===== src/rtl/uart_tx_arbiter.sv =====
// uart_tx_arbiter
//   Shares one async_transmitter among NREQ byte requesters. Arbitration is
//   round-robin and works per packet. A granted requester keeps the
//   transmitter until its byte marked req_last has been sent. The block
//   sequences TxD_start against TxD_busy and has two watchdogs: one for a
//   transmitter that never reports busy, and one for a locked requester
//   that stops offering bytes in the middle of a packet.
//
// Ports
//   clk          transmitter clock (same clock as async_transmitter)
//   rst_n        asynchronous active-low reset
//   req_valid    [NREQ]    requester i offers a byte
//   req_data     [8*NREQ]  packed bytes, requester i at [8i+7:8i]
//   req_last     [NREQ]    the offered byte ends requester i's packet
//   req_ready    [NREQ]    one-hot, 1-cycle pulse: byte of requester i taken
//   tx_start     1-cycle pulse to TxD_start
//   tx_data      byte to TxD_data, held from tx_start until the byte is done
//   tx_busy      TxD_busy from the transmitter
//   grant_id     current owner (meaningful while grant_active)
//   grant_active a packet lock is held
//   err_timeout  sticky: busy never rose or packet stalled; cleared by reset

module uart_tx_arbiter #(
  parameter int NREQ         = 4,
  parameter int BUSY_TIMEOUT = 64,
  parameter int PKT_TIMEOUT  = 4096,
  localparam int IDW         = (NREQ > 2) ? $clog2(NREQ) : 1
) (
  input  logic              clk,
  input  logic              rst_n,
  input  logic [NREQ-1:0]   req_valid,
  input  logic [8*NREQ-1:0] req_data,
  input  logic [NREQ-1:0]   req_last,
  output logic [NREQ-1:0]   req_ready,
  output logic              tx_start,
  output logic [7:0]        tx_data,
  input  logic              tx_busy,
  output logic [IDW-1:0]    grant_id,
  output logic              grant_active,
  output logic              err_timeout
);

  localparam int BCW = $clog2(BUSY_TIMEOUT + 1);
  localparam int SCW = $clog2(PKT_TIMEOUT + 1);

  localparam logic [2:0] S_IDLE    = 3'd0;
  localparam logic [2:0] S_ACCEPT  = 3'd1;
  localparam logic [2:0] S_START   = 3'd2;
  localparam logic [2:0] S_WAIT_HI = 3'd3;
  localparam logic [2:0] S_WAIT_LO = 3'd4;

  logic [2:0]      state;
  logic [IDW-1:0]  rr_ptr;
  logic            last_r;
  logic [BCW-1:0]  busy_cnt;
  logic [SCW-1:0]  stall_cnt;

  logic [7:0]      req_bytes [NREQ];
  logic [7:0]      sel_byte;
  logic            sel_last;
  logic            sel_valid;
  logic [IDW-1:0]  next_ptr;

  logic [2*NREQ-1:0] dbl_valid;
  logic [NREQ-1:0]   rot_valid;
  logic [IDW:0]      pick_sum;
  logic              pick_found;
  logic [IDW-1:0]  pick_id;

  // Split the packed byte bus so the owner's byte can be selected by index.
  always_comb begin
    for (int i = 0; i < NREQ; i++) begin
      req_bytes[i] = req_data[i*8 +: 8];
    end
  end

  // Signals of the current owner, and the pointer value that makes the
  // owner the lowest-priority requester at the next arbitration.
  always_comb begin
    sel_byte  = req_bytes[grant_id];
    sel_last  = req_last[grant_id];
    sel_valid = req_valid[grant_id];
    next_ptr  = (grant_id == IDW'(NREQ - 1)) ? '0 : grant_id + 1'b1;
  end

  // Round-robin pick. The valid vector is rotated so that the requester at
  // rr_ptr lands on bit 0. The first set bit is then the winner. Its
  // rotated position is mapped back to a real index modulo NREQ.
  always_comb begin
    dbl_valid  = {req_valid, req_valid} >> rr_ptr;
    rot_valid  = dbl_valid[NREQ-1:0];
    pick_found = 1'b0;
    pick_id    = '0;
    pick_sum   = '0;
    for (int j = 0; j < NREQ; j++) begin
      if (!pick_found && rot_valid[j]) begin
        pick_found = 1'b1;
        pick_sum   = {1'b0, rr_ptr} + (IDW+1)'(j);
        if (pick_sum >= (IDW+1)'(NREQ)) begin
          pick_sum = pick_sum - (IDW+1)'(NREQ);
        end
        pick_id = pick_sum[IDW-1:0];
      end
    end
  end

  // Main sequencer. req_ready and tx_start are single-cycle pulses, so they
  // default low every cycle. "Done handling" returns to IDLE. It releases the
  // lock only after the last byte of a packet. A byte whose busy never rose
  // is counted as sent, so one dead transfer cannot wedge the requester.
  always_ff @(posedge clk or negedge rst_n) begin
    if (!rst_n) begin
      state        <= S_IDLE;
      req_ready    <= '0;
      tx_start     <= 1'b0;
      tx_data      <= 8'h00;
      grant_id     <= '0;
      grant_active <= 1'b0;
      err_timeout  <= 1'b0;
      rr_ptr       <= '0;
      last_r       <= 1'b0;
      busy_cnt     <= '0;
      stall_cnt    <= '0;
    end else begin
      req_ready <= '0;
      tx_start  <= 1'b0;
      case (state)
        S_IDLE: begin
          if (grant_active) begin
            if (sel_valid) begin
              stall_cnt <= '0;
              state     <= S_ACCEPT;
            end else if (stall_cnt == SCW'(PKT_TIMEOUT - 1)) begin
              grant_active <= 1'b0;
              err_timeout  <= 1'b1;
              stall_cnt    <= '0;
              rr_ptr       <= next_ptr;
            end else begin
              stall_cnt <= stall_cnt + 1'b1;
            end
          end else if (pick_found) begin
            grant_id     <= pick_id;
            grant_active <= 1'b1;
            stall_cnt    <= '0;
            state        <= S_ACCEPT;
          end
        end
        S_ACCEPT: begin
          tx_data             <= sel_byte;
          last_r              <= sel_last;
          req_ready[grant_id] <= 1'b1;
          state               <= S_START;
        end
        S_START: begin
          // A frame that was started before a reset may still be running.
          if (!tx_busy) begin
            tx_start <= 1'b1;
            busy_cnt <= '0;
            state    <= S_WAIT_HI;
          end
        end
        S_WAIT_HI: begin
          if (tx_busy) begin
            state <= S_WAIT_LO;
          end else if (busy_cnt == BCW'(BUSY_TIMEOUT - 1)) begin
            err_timeout <= 1'b1;
            state       <= S_IDLE;
            if (last_r) begin
              grant_active <= 1'b0;
              rr_ptr       <= next_ptr;
            end
          end else begin
            busy_cnt <= busy_cnt + 1'b1;
          end
        end
        S_WAIT_LO: begin
          if (!tx_busy) begin
            state <= S_IDLE;
            if (last_r) begin
              grant_active <= 1'b0;
              rr_ptr       <= next_ptr;
            end
          end
        end
        default: state <= S_IDLE;
      endcase
    end
  end

endmodule

===== config.mk =====
export PLATFORM = sky130hd
export DESIGN_NAME = uart_tx_arbiter
export DESIGN_NICKNAME = d
export VERILOG_FILES = /design/src/rtl/uart_tx_arbiter.sv
export SDC_FILE = /design/constraint.sdc
export NUM_CORES = 1
export LEC_CHECK = 0
export CAP_MARGIN = 20
export CORE_AREA = 2 2 73 75
export DETAILED_ROUTE_END_ITERATION = 7
export DIE_AREA = 0 0 75 77
export PLACE_DENSITY = 0.78
export REMOVE_ABC_BUFFERS = 1
export SLEW_MARGIN = 20
export SYNTH_ARGS = -nofsm -noshare
export SYNTH_HDL_FRONTEND = slang
export SYNTH_SLANG_ARGS = --single-unit

===== constraint.sdc =====
create_clock -name clk -period 2.5 [get_ports clk]
set_input_delay 0.25 -clock clk [delete_from_list [all_inputs] [get_ports clk]]
set_output_delay 0.25 -clock clk [all_outputs]
set_load 0.02 [all_outputs]

After elaboration in Yosys (flattened, before gate mapping)
Cells that the tools add are included.
- input bits: 43
- output and inout bits: 17
- bits in registers: 43
- word-level logic and storage cells: 132
- shifts and indexed selects: 1
- $lt $le $gt $ge: 7
- equality and inequality tests: 18
- muxes and demuxes: 64
- reduce and logical (&&, ||, !) cells: 19
- $add $sub $neg: 10
- bitwise logic cells: 2
- operators with widths (kind ; number):
    13-bit two-way mux ; 4
    2-bit two-way mux ; 16
    1-bit two-way mux ; 22
    3-bit two-way mux ; 7
    7-bit two-way mux ; 3
    8-bit binary-select mux with 2-bit select ; 1
    8-bit two-way mux ; 2
    2-bit != test (second input constant) ; 8
    3-bit one-hot mux with 5 select lines ; 1
    7-bit one-hot mux with 2 select lines ; 1
    13-bit by 1-bit adder with 13-bit output (second input constant) ; 1
    13-bit by 12-bit equality test with 1-bit output (second input constant) ; 1
    3-bit greater-or-equal comparator (second input constant) ; 4
    3-bit != test (second input constant) ; 3
    4-bit AND reduction ; 2
    8-bit by 2-bit right shift with 4-bit output ; 1
    2-bit by 1-bit subtractor with 2-bit output (second input constant) ; 4
    7-bit by 1-bit adder with 7-bit output (second input constant) ; 1
    7-bit by 6-bit equality test with 1-bit output (second input constant) ; 1
    7-bit AND reduction ; 1
    2-bit by 2-bit adder with 3-bit output (second input constant) ; 2
    3-bit by 2-bit equality test with 1-bit output (second input constant) ; 2
    2-bit one-hot mux with 3 select lines ; 1
    6-bit AND reduction ; 1
    23 further kinds ; 31

Depth between registers and ports, before layout
Gate-level depths: netlist (run 1).
- word-level depth: 14
- depth in mapped cells: 6
- gate-level depth less buffers: 6

Worst setup path after synthesis (run 1)
No wires, ideal clock.
- path type: register -> register
- start point: register grant_id[1]
- end point: register stall_cnt[11]
- buffers on the path: 0
- library setup time: 0.076 ns
- data required time: 2.424 ns
- period minus slack after synthesis: 1.885 ns
- cell stages (with the launch flop): 6
- path slack: 0.615 ns
- data arrival time: 1.809 ns
- cells stage by stage: dfrtp_1 > mux2_4 > a2bb2oi_2 > or2_4 > or4_1 > o21ai_1
- cells in the longest elaborated chain, start to end: 4
- ends and longest elaborated chain (what ; line ; source):
    start, declared ; 38 ; output logic [IDW-1:0] grant_id,
    start signal, assigned ; 142 ; grant_id <= pick_id;
    1-bit binary-select mux with 2-bit select ; 82 ; sel_valid = req_valid[grant_id];
    1-bit two-way mux (implied by the code) ; 82 ;
    13-bit two-way mux ; 130 ; if (sel_valid) begin
    13-bit two-way mux ; 129 ; if (grant_active) begin
    end signal, assigned ; 139 ; stall_cnt <= stall_cnt + 1'b1;
    end, declared ; 56 ; logic [SCW-1:0] stall_cnt;
Every way passes these cells. The select of a mux whose other input is x is not followed.
A chain may end at the register's enable or synchronous reset.

Worst setup path in the final report (run 1)
- start point: register state[0]
- end point: register stall_cnt[11]
- cells in the longest elaborated chain, start to end: 2
- ends and longest elaborated chain (what ; line ; source):
    start, declared ; 52 ; logic [2:0] state;
    start signal, assigned ; 113 ; state <= S_IDLE;
    start signal, assigned ; 132 ; state <= S_ACCEPT;
    start signal, assigned ; 145 ; state <= S_ACCEPT;
    3-bit zero test ; 127 ; case (state)
    2-bit AND reduction (no source line) ; -- ;
Every way passes these cells.

==> out/results.ini, run 1 <==
[synthesis]
post_synth.cell_area_avg_sq_um=10.8
yosysSeqAreaShare=0.455
synthTopCellsByArea=dfrtp_1 (45%), mux4_2 (8.6%), mux2_2 (5.2%)
ys.flop_type=dfrtp_1
ys_types=45
synth_edf_count=0
synth_area_sq_mm=0.00237
ys_warn_count=0
synth_most_common_cell=dfrtp_1
netlist.area_leader.share=0.455
synth_seq_cells=43
synth_common_cells=dfrtp_1 (43), nor2_1 (23), nand2_1 (14), o21ai_0 (14), mux2_2 (11)
synth_top_cell_by_area=dfrtp_1
syn_inst=220
synthArstFlopShare=1.00

[critical_path]
path_class=reg2reg
critPathMaxFanout=11
r2r_end=stall_cnt[11]
start_kind=flop
r2r_slack_ns=0.41
cp-end-kind=flop
required_ns=2.72
reg2reg_from=state[0]
cp.arrival_ns=2.31
ff2ff_path_depth=5

[global_routing]
grt_util_all_layers=0.206
gr-total-overflow=0
grt_first_pass_wirelength_mm=9.29
antenna_found_initial=0
grt_max_degree=44
grt_pass1_vias=2048

[sta]
setup_tns_ns=0
worstMarginPinSlew_ns=0.945
slew_headroom=0.370
drv_slew=0
fmax_ghz=0.479
finalSetupViolCount=0
rsz0062_at_grt=false
timing.final.crit_share=0.836
fin_worst_skew_ns=0.00564
hold_viol_final=0
finalCriticalPeriod_ns=2.09

[cts]
path_clk_slew_ns=0.08
clock_sinks=43
cts_setup_buffers=0
cts_hold_buf=0
clockBufferDepth=2
cts_tree=yes
htree_levels=2
numCtsBuffers=5
post_cts_resized=0
clk_latency_ns=0.29
clock_tree.root_cell=clkbuf_8

[floorplanning]
die_y_um=77
ios=60
core_sq_mm=0.00498
die-area_sq_mm=0.00578
initial_utilization=0.475
num_rows=26
die_w_um=75

[detailed_routing]
dr_total_vias=1989
ant_nets=0
drc=0
wirelength_mm=5.26
wl_per_cell_um=14.6
firstDrtPassIters=5
vias_per_cell=5.51
first_iter_violations=113

[outcome]
status=finished clean

[layout]
drive_above_1_share=0.155
antenna_cells=0
fin_nets=339
fin_util=0.637
area_delta_synth_final_pct=34.0
finalInstanceArea_sq_mm=0.00317
layout.cells.non_filler=361

[place]
dpl-instance-area_sq_mm=0.00308
place_congestion=0.808
placed_cells=353
dp_hpwl_mm=3.92
port_buffers=59

[power]
p_leak_nw=1.30
finalPower_w=0.00296
powerDensity_mw_per_mm2=935
ir_worst_vdd_v=0.000572

[flow_run]
cap_violations=0

[worst_hold_path]
hp-class=in2async

-- state kept, by name, summed over array words and instances (netlist names) --
name,count
stall_cnt,13
tx_data,8
busy_cnt,7
req_ready,4
state,3
grant_id,2
rr_ptr,2
err_timeout,1
grant_active,1
last_r,1
tx_start,1
-- metal layers --
| layer | GRT usage | wire (um) |
|---|---|---|
| met1 | 0.266 | 2260 |
| met2 | 0.338 | 2740 |
| met3 | 0.0486 | 185 |
| met4 | 0.0643 | 76 |
| met5 | 0 | 0 |
-- area by class of cell --
type / count / area, sq um
Tap cell: 70 / 87.6
Clock inverter: 2 / 12.5
Multi-Input combinational cell: 164 / 1240
Inverter: 8 / 30.0
Timing Repair Buffer: 68 / 653
Clock buffer: 6 / 72.6
Sequential cell: 43 / 1080
Fill cell: 406 / 1810
-- how the worst max path moves through the flow --
| stage | slack (ns) | depth (start not counted) | start | end |
|---|---|---|---|---|
| CTS | 0.41 | 5 | state[0] | stall_cnt[11] |
| finish | 0.41 | 5 | state[0] | stall_cnt[11] |
| floorplan | 0.42 | 5 | grant_id[1] | stall_cnt[11] |
| global placement | 0.39 | 6 | req_valid[3] | stall_cnt[11] |
| detailed placement | 0.31 | 6 | req_valid[3] | stall_cnt[11] |
| global route | 0.31 | 5 | state[0] | stall_cnt[11] |
-- per-stage QoR --
step | setup slack, ns | hold slack, ns
floorplan | 0.423 | -0.0456
global placement | 0.390 | 0.459
detailed placement | 0.305 | 0.451
CTS | 0.410 | 0.124
global route | 0.306 | 0.179
finish | 0.410 | 0.0960
-- placed cells by master, fill, tap and decap left out, types with 4 or more instances in the layout --
cell type,synthesis,routed
mux4_2,9,9
a21oi_1,8,8
nor3_1,7,7
inv_1,8,8
nor2_1,23,23
a31oi_1,4,4
nand3_1,7,7
buf_4,0,9
mux2_2,11,11
and2_1,6,6
mux2i_1,4,4
nand2_1,14,14
o31ai_1,5,5
dfrtp_1,43,43
nand2b_1,4,4
clkbuf_8,0,5
ha_1,6,6
o21ai_0,14,14
clkdlybuf4s50_1,0,58
nor2b_1,4,4
-- cell families after synthesis --
group / count (synthesis) / share of synthesized area
buffers and inverters: 13 / 0.0222
AO/OA/AOI/OAI: 48 / 0.137
adder cells (fa/ha/maj): 6 / 0.0317
flip-flops: 43 / 0.455
AND/OR/NAND/NOR: 82 / 0.181
XOR/XNOR: 3 / 0.0111
multiplexers: 25 / 0.161
-- report_power, final --
| part | switching [W] | internal [W] |
|---|---|---|
| clock | 0.000230 | 0.000195 |
| combinational | 0.000716 | 0.000756 |
| sequential | 0.000172 | 0.000894 |
-- worst max-delay path: stages (launching register included) --
cell and delay, ns:
dfrtp_1 0.46, or3_1 0.46, o21bai_2 0.28, buf_4 0.20, or4_1 0.52, o21ai_1 0.10
(Power assumes the default switching activity.)
==> inputs of run 2 (changes only) <==
CORE_AREA = 2 2 77 79   (was 2 2 73 75)
DIE_AREA = 0 0 79 81   (was 0 0 75 77)
PLACE_DENSITY = 0.74   (was 0.78)
clock period = 1.7 ns   (was 2.5 ns; I/O delays follow)
==> out/results.ini, run 2 (synthesis results as in run 1) <==
[critical_path]
crit_path_cell_trace=or3_4 > o21bai_4 > buf_6 > or4_1 > o21ai_1
path_class=reg2reg
path_buf_inv=1
required_ns=1.92
cp.arrival_ns=2.01
critPathMaxFanout=6
cp_slowest_cell=or4_1
crit_family=simple AND/OR/NAND/NOR gates
cpPeakStageDelay_ns=0.49
cp-end-kind=flop
start_kind=flop

[global_routing]
antenna_found_initial=0
grt_util_all_layers=0.204
grt_first_pass_wirelength_mm=10.2
grt_max_degree=24
gr-total-overflow=0
grt_pass1_vias=2153

[power]
swShare=0.366
p_leak_nw=1.55
seq_power_share=0.308
switchingPower_w=0.00180
p_int_w=0.00312
power_frac_comb=0.565
clockPowerShare=0.128
ir_worst_vdd_v=0.000776
powerDensity_mw_per_mm2=1350

[sta]
worstMarginPinSlew_ns=0.515
rsz0062_at_grt=true
setup_tns_ns=-0.219
finalSetupViolCount=5
finalCriticalPeriod_ns=1.79
setup_ws_ns=-0.0882
fin_worst_skew_ns=0.0102
fmax_ghz=0.559
hold_viol_final=0
timing.final.crit_share=1.05
slew_headroom=0.657
fin_worst_hold_slack_ns=0.373
drv_slew=0

[layout]
reg.largest.list=stall_cnt x13, tx_data x8, busy_cnt x7
final_common_cell=clkdlybuf4s50_1
drive_above_1_share=0.306
fin_nets=381
antenna_cells=0
layout.cells.non_filler=408
largest_reg_flops=13
largest_register=stall_cnt
fin_util=0.642
area_delta_synth_final_pct=53.9
most-common-layout-cells=clkdlybuf4s50_1 (56), buf_4 (46), dfrtp_1 (43)

[floorplanning]
initial_utilization=0.417
die-area_sq_mm=0.00640
die_y_um=81
ios=60
num_rows=28
die_w_um=79
core_sq_mm=0.00568

[cts]
clockBufferDepth=2
htree_levels=2
numCtsBuffers=5
cts_tree=yes
clock_sinks=43
clock_tree.root_cell=clkbuf_8
clk_latency_ns=0.29
path_clk_slew_ns=0.08

[place]
place_congestion=0.825
port_buffers=59
placed_cells=394
dp_hpwl_mm=4.51
dp_slack_ns=-0.327

[detailed_routing]
ant_nets=0
wirelength_mm=5.94
dr_total_vias=2151
drc=0
wl_per_cell_um=14.6
first_iter_violations=83
firstDrtPassIters=5
vias_per_cell=5.27

[flow_run]
cap_violations=0

[outcome]
failed_checks=setup timing
status=complete, but fails checks

[worst_hold_path]
hp-class=in2async

## run 2: cell count changes in the layout (fill, tap and decap cells not counted), sizes merged
cell	before	now
clkdlybuf4s50	58	56
buf	10	51
dlygate4sd2	0	2
dlygate4sd3	0	1
## run 2: per-layer routing
metal  up-vias  part of all wire  global-route usage
met3         6             0.025              0.0311
met4         0             0.011              0.0655
li1       1028                 -                   -
met5         -                 0                   0
met1      1074              0.44               0.261
met2        43              0.53               0.358
## run 2: power groups by stage
stage / logic [W] / registers, W / clock network, W
2_1_floorplan: 0.00109 / 0.00180 / 0
3_3_place_gp: 0.00248 / 0.00149 / 0
3_5_place_dp: 0.00253 / 0.00151 / 0
4_1_cts: 0.00272 / 0.00150 / 0.000652
5_1_grt: 0.00304 / 0.00156 / 0.000694
6_report: 0.00278 / 0.00151 / 0.000629
## run 2: final cells by class
| type | instances | area, sq um |
|---|---|---|
| Clock buffer | 6 | 72.6 |
| Clock inverter | 2 | 12.5 |
| Fill cell | 473 | 2030 |
| Inverter | 8 | 30.0 |
| Multi-Input combinational cell | 164 | 1370 |
| Sequential cell | 43 | 1080 |
| Tap cell | 75 | 93.8 |
| Timing Repair Buffer | 110 | 992 |
## run 2: repair_timing
action,CTS,global route
hold buffers,1,0
buffers inserted,3,2
hold endpoints to repair,20,0
setup endpoints to repair,14,15
resized for setup,18,15
pin swaps,4,5
## run 2: path summary, 6_finish.rpt
check,from,endpoint,slack (ns),cells after the start
max in group asynchronous,rst_n,stall_cnt[0],0.82,3
worst max register to register,state[2],stall_cnt[11],-0.09,5
worst max-delay path,state[2],stall_cnt[11],-0.09,5
worst min-delay path,rst_n,tx_data[7],0.37,2
worst min register to register,tx_data[5],tx_data[5],0.51,1
min in group clk,tx_data[5],tx_data[5],0.51,1
## run 2: stage by stage
| step | instance area, sq um | power, W |
|---|---|---|
| 3_3_place_gp | 3370 | 0.00398 |
| 2_1_floorplan | 2340 | 0.00289 |
| 3_5_place_dp | 3370 | 0.00405 |
| 5_1_grt | 3640 | 0.00529 |
| 4_1_cts | 3560 | 0.00487 |
| 6_report | 3640 | 0.00492 |
==> inputs of run 3 (changes only) <==
PLACE_DENSITY = 0.86   (was 0.74)
==> out/results.ini, run 3 (synthesis results as in run 1) <==
[cts]
path_clk_slew_ns=0.09
clock_sinks=43
htree_levels=2
clockBufferDepth=2
cts_tree=yes
clock_tree.root_cell=clkbuf_8
clk_latency_ns=0.30
numCtsBuffers=5

[place]
dpl-instance-area_sq_mm=0.00337
port_buffers=59
place_congestion=0.863
dp_hpwl_mm=4.84
placed_cells=395

[floorplanning]
ios=60
core_sq_mm=0.00568
num_rows=28
die_y_um=81
die_w_um=79
initial_utilization=0.417
die-area_sq_mm=0.00640

[sta]
slew_headroom=0.736
fin_worst_skew_ns=0.00963
setup_tns_ns=-0.845
hold_viol_final=0
fmax_ghz=0.524
worstMarginPinSlew_ns=0.396
finalCriticalPeriod_ns=1.91
drv_slew=0
setup_ws_ns=-0.210
finalSetupViolCount=10
rsz0062_at_grt=true
fin_worst_hold_slack_ns=0.318
timing.final.crit_share=1.12

[layout]
layout.cells.non_filler=412
reg.largest.list=stall_cnt x13, tx_data x8, busy_cnt x7
fin_util=0.643
fillers=416
final_common_cell=clkdlybuf4s50_1
drive_above_1_share=0.318
antenna_cells=0
largest_reg_flops=13
largest_register=stall_cnt
most-common-layout-cells=clkdlybuf4s50_1 (56), buf_4 (52), dfrtp_1 (43)
fin_nets=386
area_delta_synth_final_pct=54.2
finalInstanceArea_sq_mm=0.00365

[detailed_routing]
dr_total_vias=2303
firstDrtPassIters=6
wirelength_mm=7.05
drc=0
first_iter_violations=186
vias_per_cell=5.59
wl_per_cell_um=17.1
ant_nets=0

[critical_path]
required_ns=1.92
start_kind=flop
cp.arrival_ns=2.13
path_class=reg2reg
cp-end-kind=flop
ff2ff_path_depth=5
critPathMaxFanout=5

[worst_hold_path]
hp-class=in2async

[outcome]
status=complete, but fails checks
failed_checks=setup timing

[power]
ir_worst_vdd_v=0.000815
powerDensity_mw_per_mm2=1410
p_leak_nw=1.58

[global_routing]
grt_pass1_vias=2318
grt_first_pass_wirelength_mm=11.0
grt_max_degree=18
antenna_found_initial=0
grt_util_all_layers=0.222
gr-total-overflow=0

[flow_run]
cap_violations=0

run 3: timing repair:
| action | 4_1_cts | 5_1_grt |
|---|---|---|
| setup endpoints to repair | 13 | 15 |
| buffers inserted | 5 | 4 |
| hold endpoints to repair | 15 | 0 |
| pin swaps | 3 | 3 |
| hold buffers | 1 | 0 |
| resized for setup | 14 | 13 |
run 3: area by class of cell:
class | count | area (sq um) | share of cell area
Clock buffer | 6 | 72.6 | 0.0199
Clock inverter | 1 | 30.0 | 0.00823
Inverter | 8 | 30.0 | 0.00823
Multi-Input combinational cell | 164 | 1330 | 0.364
Sequential cell | 43 | 1080 | 0.295
Tap cell | 75 | 93.8 | 0.0257
Timing Repair Buffer | 115 | 1020 | 0.279
run 3: path summary, 6_finish.rpt:
kind,slack [ns],endpoint,from
min,0.32,tx_data[0],rst_n
max in group asynchronous,0.80,stall_cnt[6],rst_n
min reg2reg,0.52,tx_data[3],tx_data[3]
max reg2reg,-0.21,stall_cnt[11],state[2]
max,-0.21,stall_cnt[11],state[2]
min in group clk,0.52,tx_data[3],tx_data[3]
run 3: worst max-delay path: stages, from the launching register on:
cell,delay [ns]
dfrtp_1,0.40
or3_4,0.43
o21bai_4,0.20
buf_6,0.13
or4_1,0.54
o21ai_1,0.13
run 3: stage by stage:
| stage | power, W | setup WS (ns) |
|---|---|---|
| global route | 0.00543 | -0.230 |
| detailed placement | 0.00406 | -0.322 |
| finish | 0.00516 | -0.210 |
| global placement | 0.00394 | -0.275 |
| floorplan | 0.00289 | -0.377 |
| CTS | 0.00497 | -0.0765 |
run 3: layer usage:
layer,track usage,share of wire
met4,0.0897,0.036
met5,0,0
met3,0.0311,0.038
met2,0.410,0.54
met1,0.260,0.38
run 3: report_power, final:
group          internal, W  switching, W  leakage [nW]
logic              0.00152       0.00134         0.967
registers          0.00132      0.000209         0.558
clock network     0.000431      0.000345        0.0513
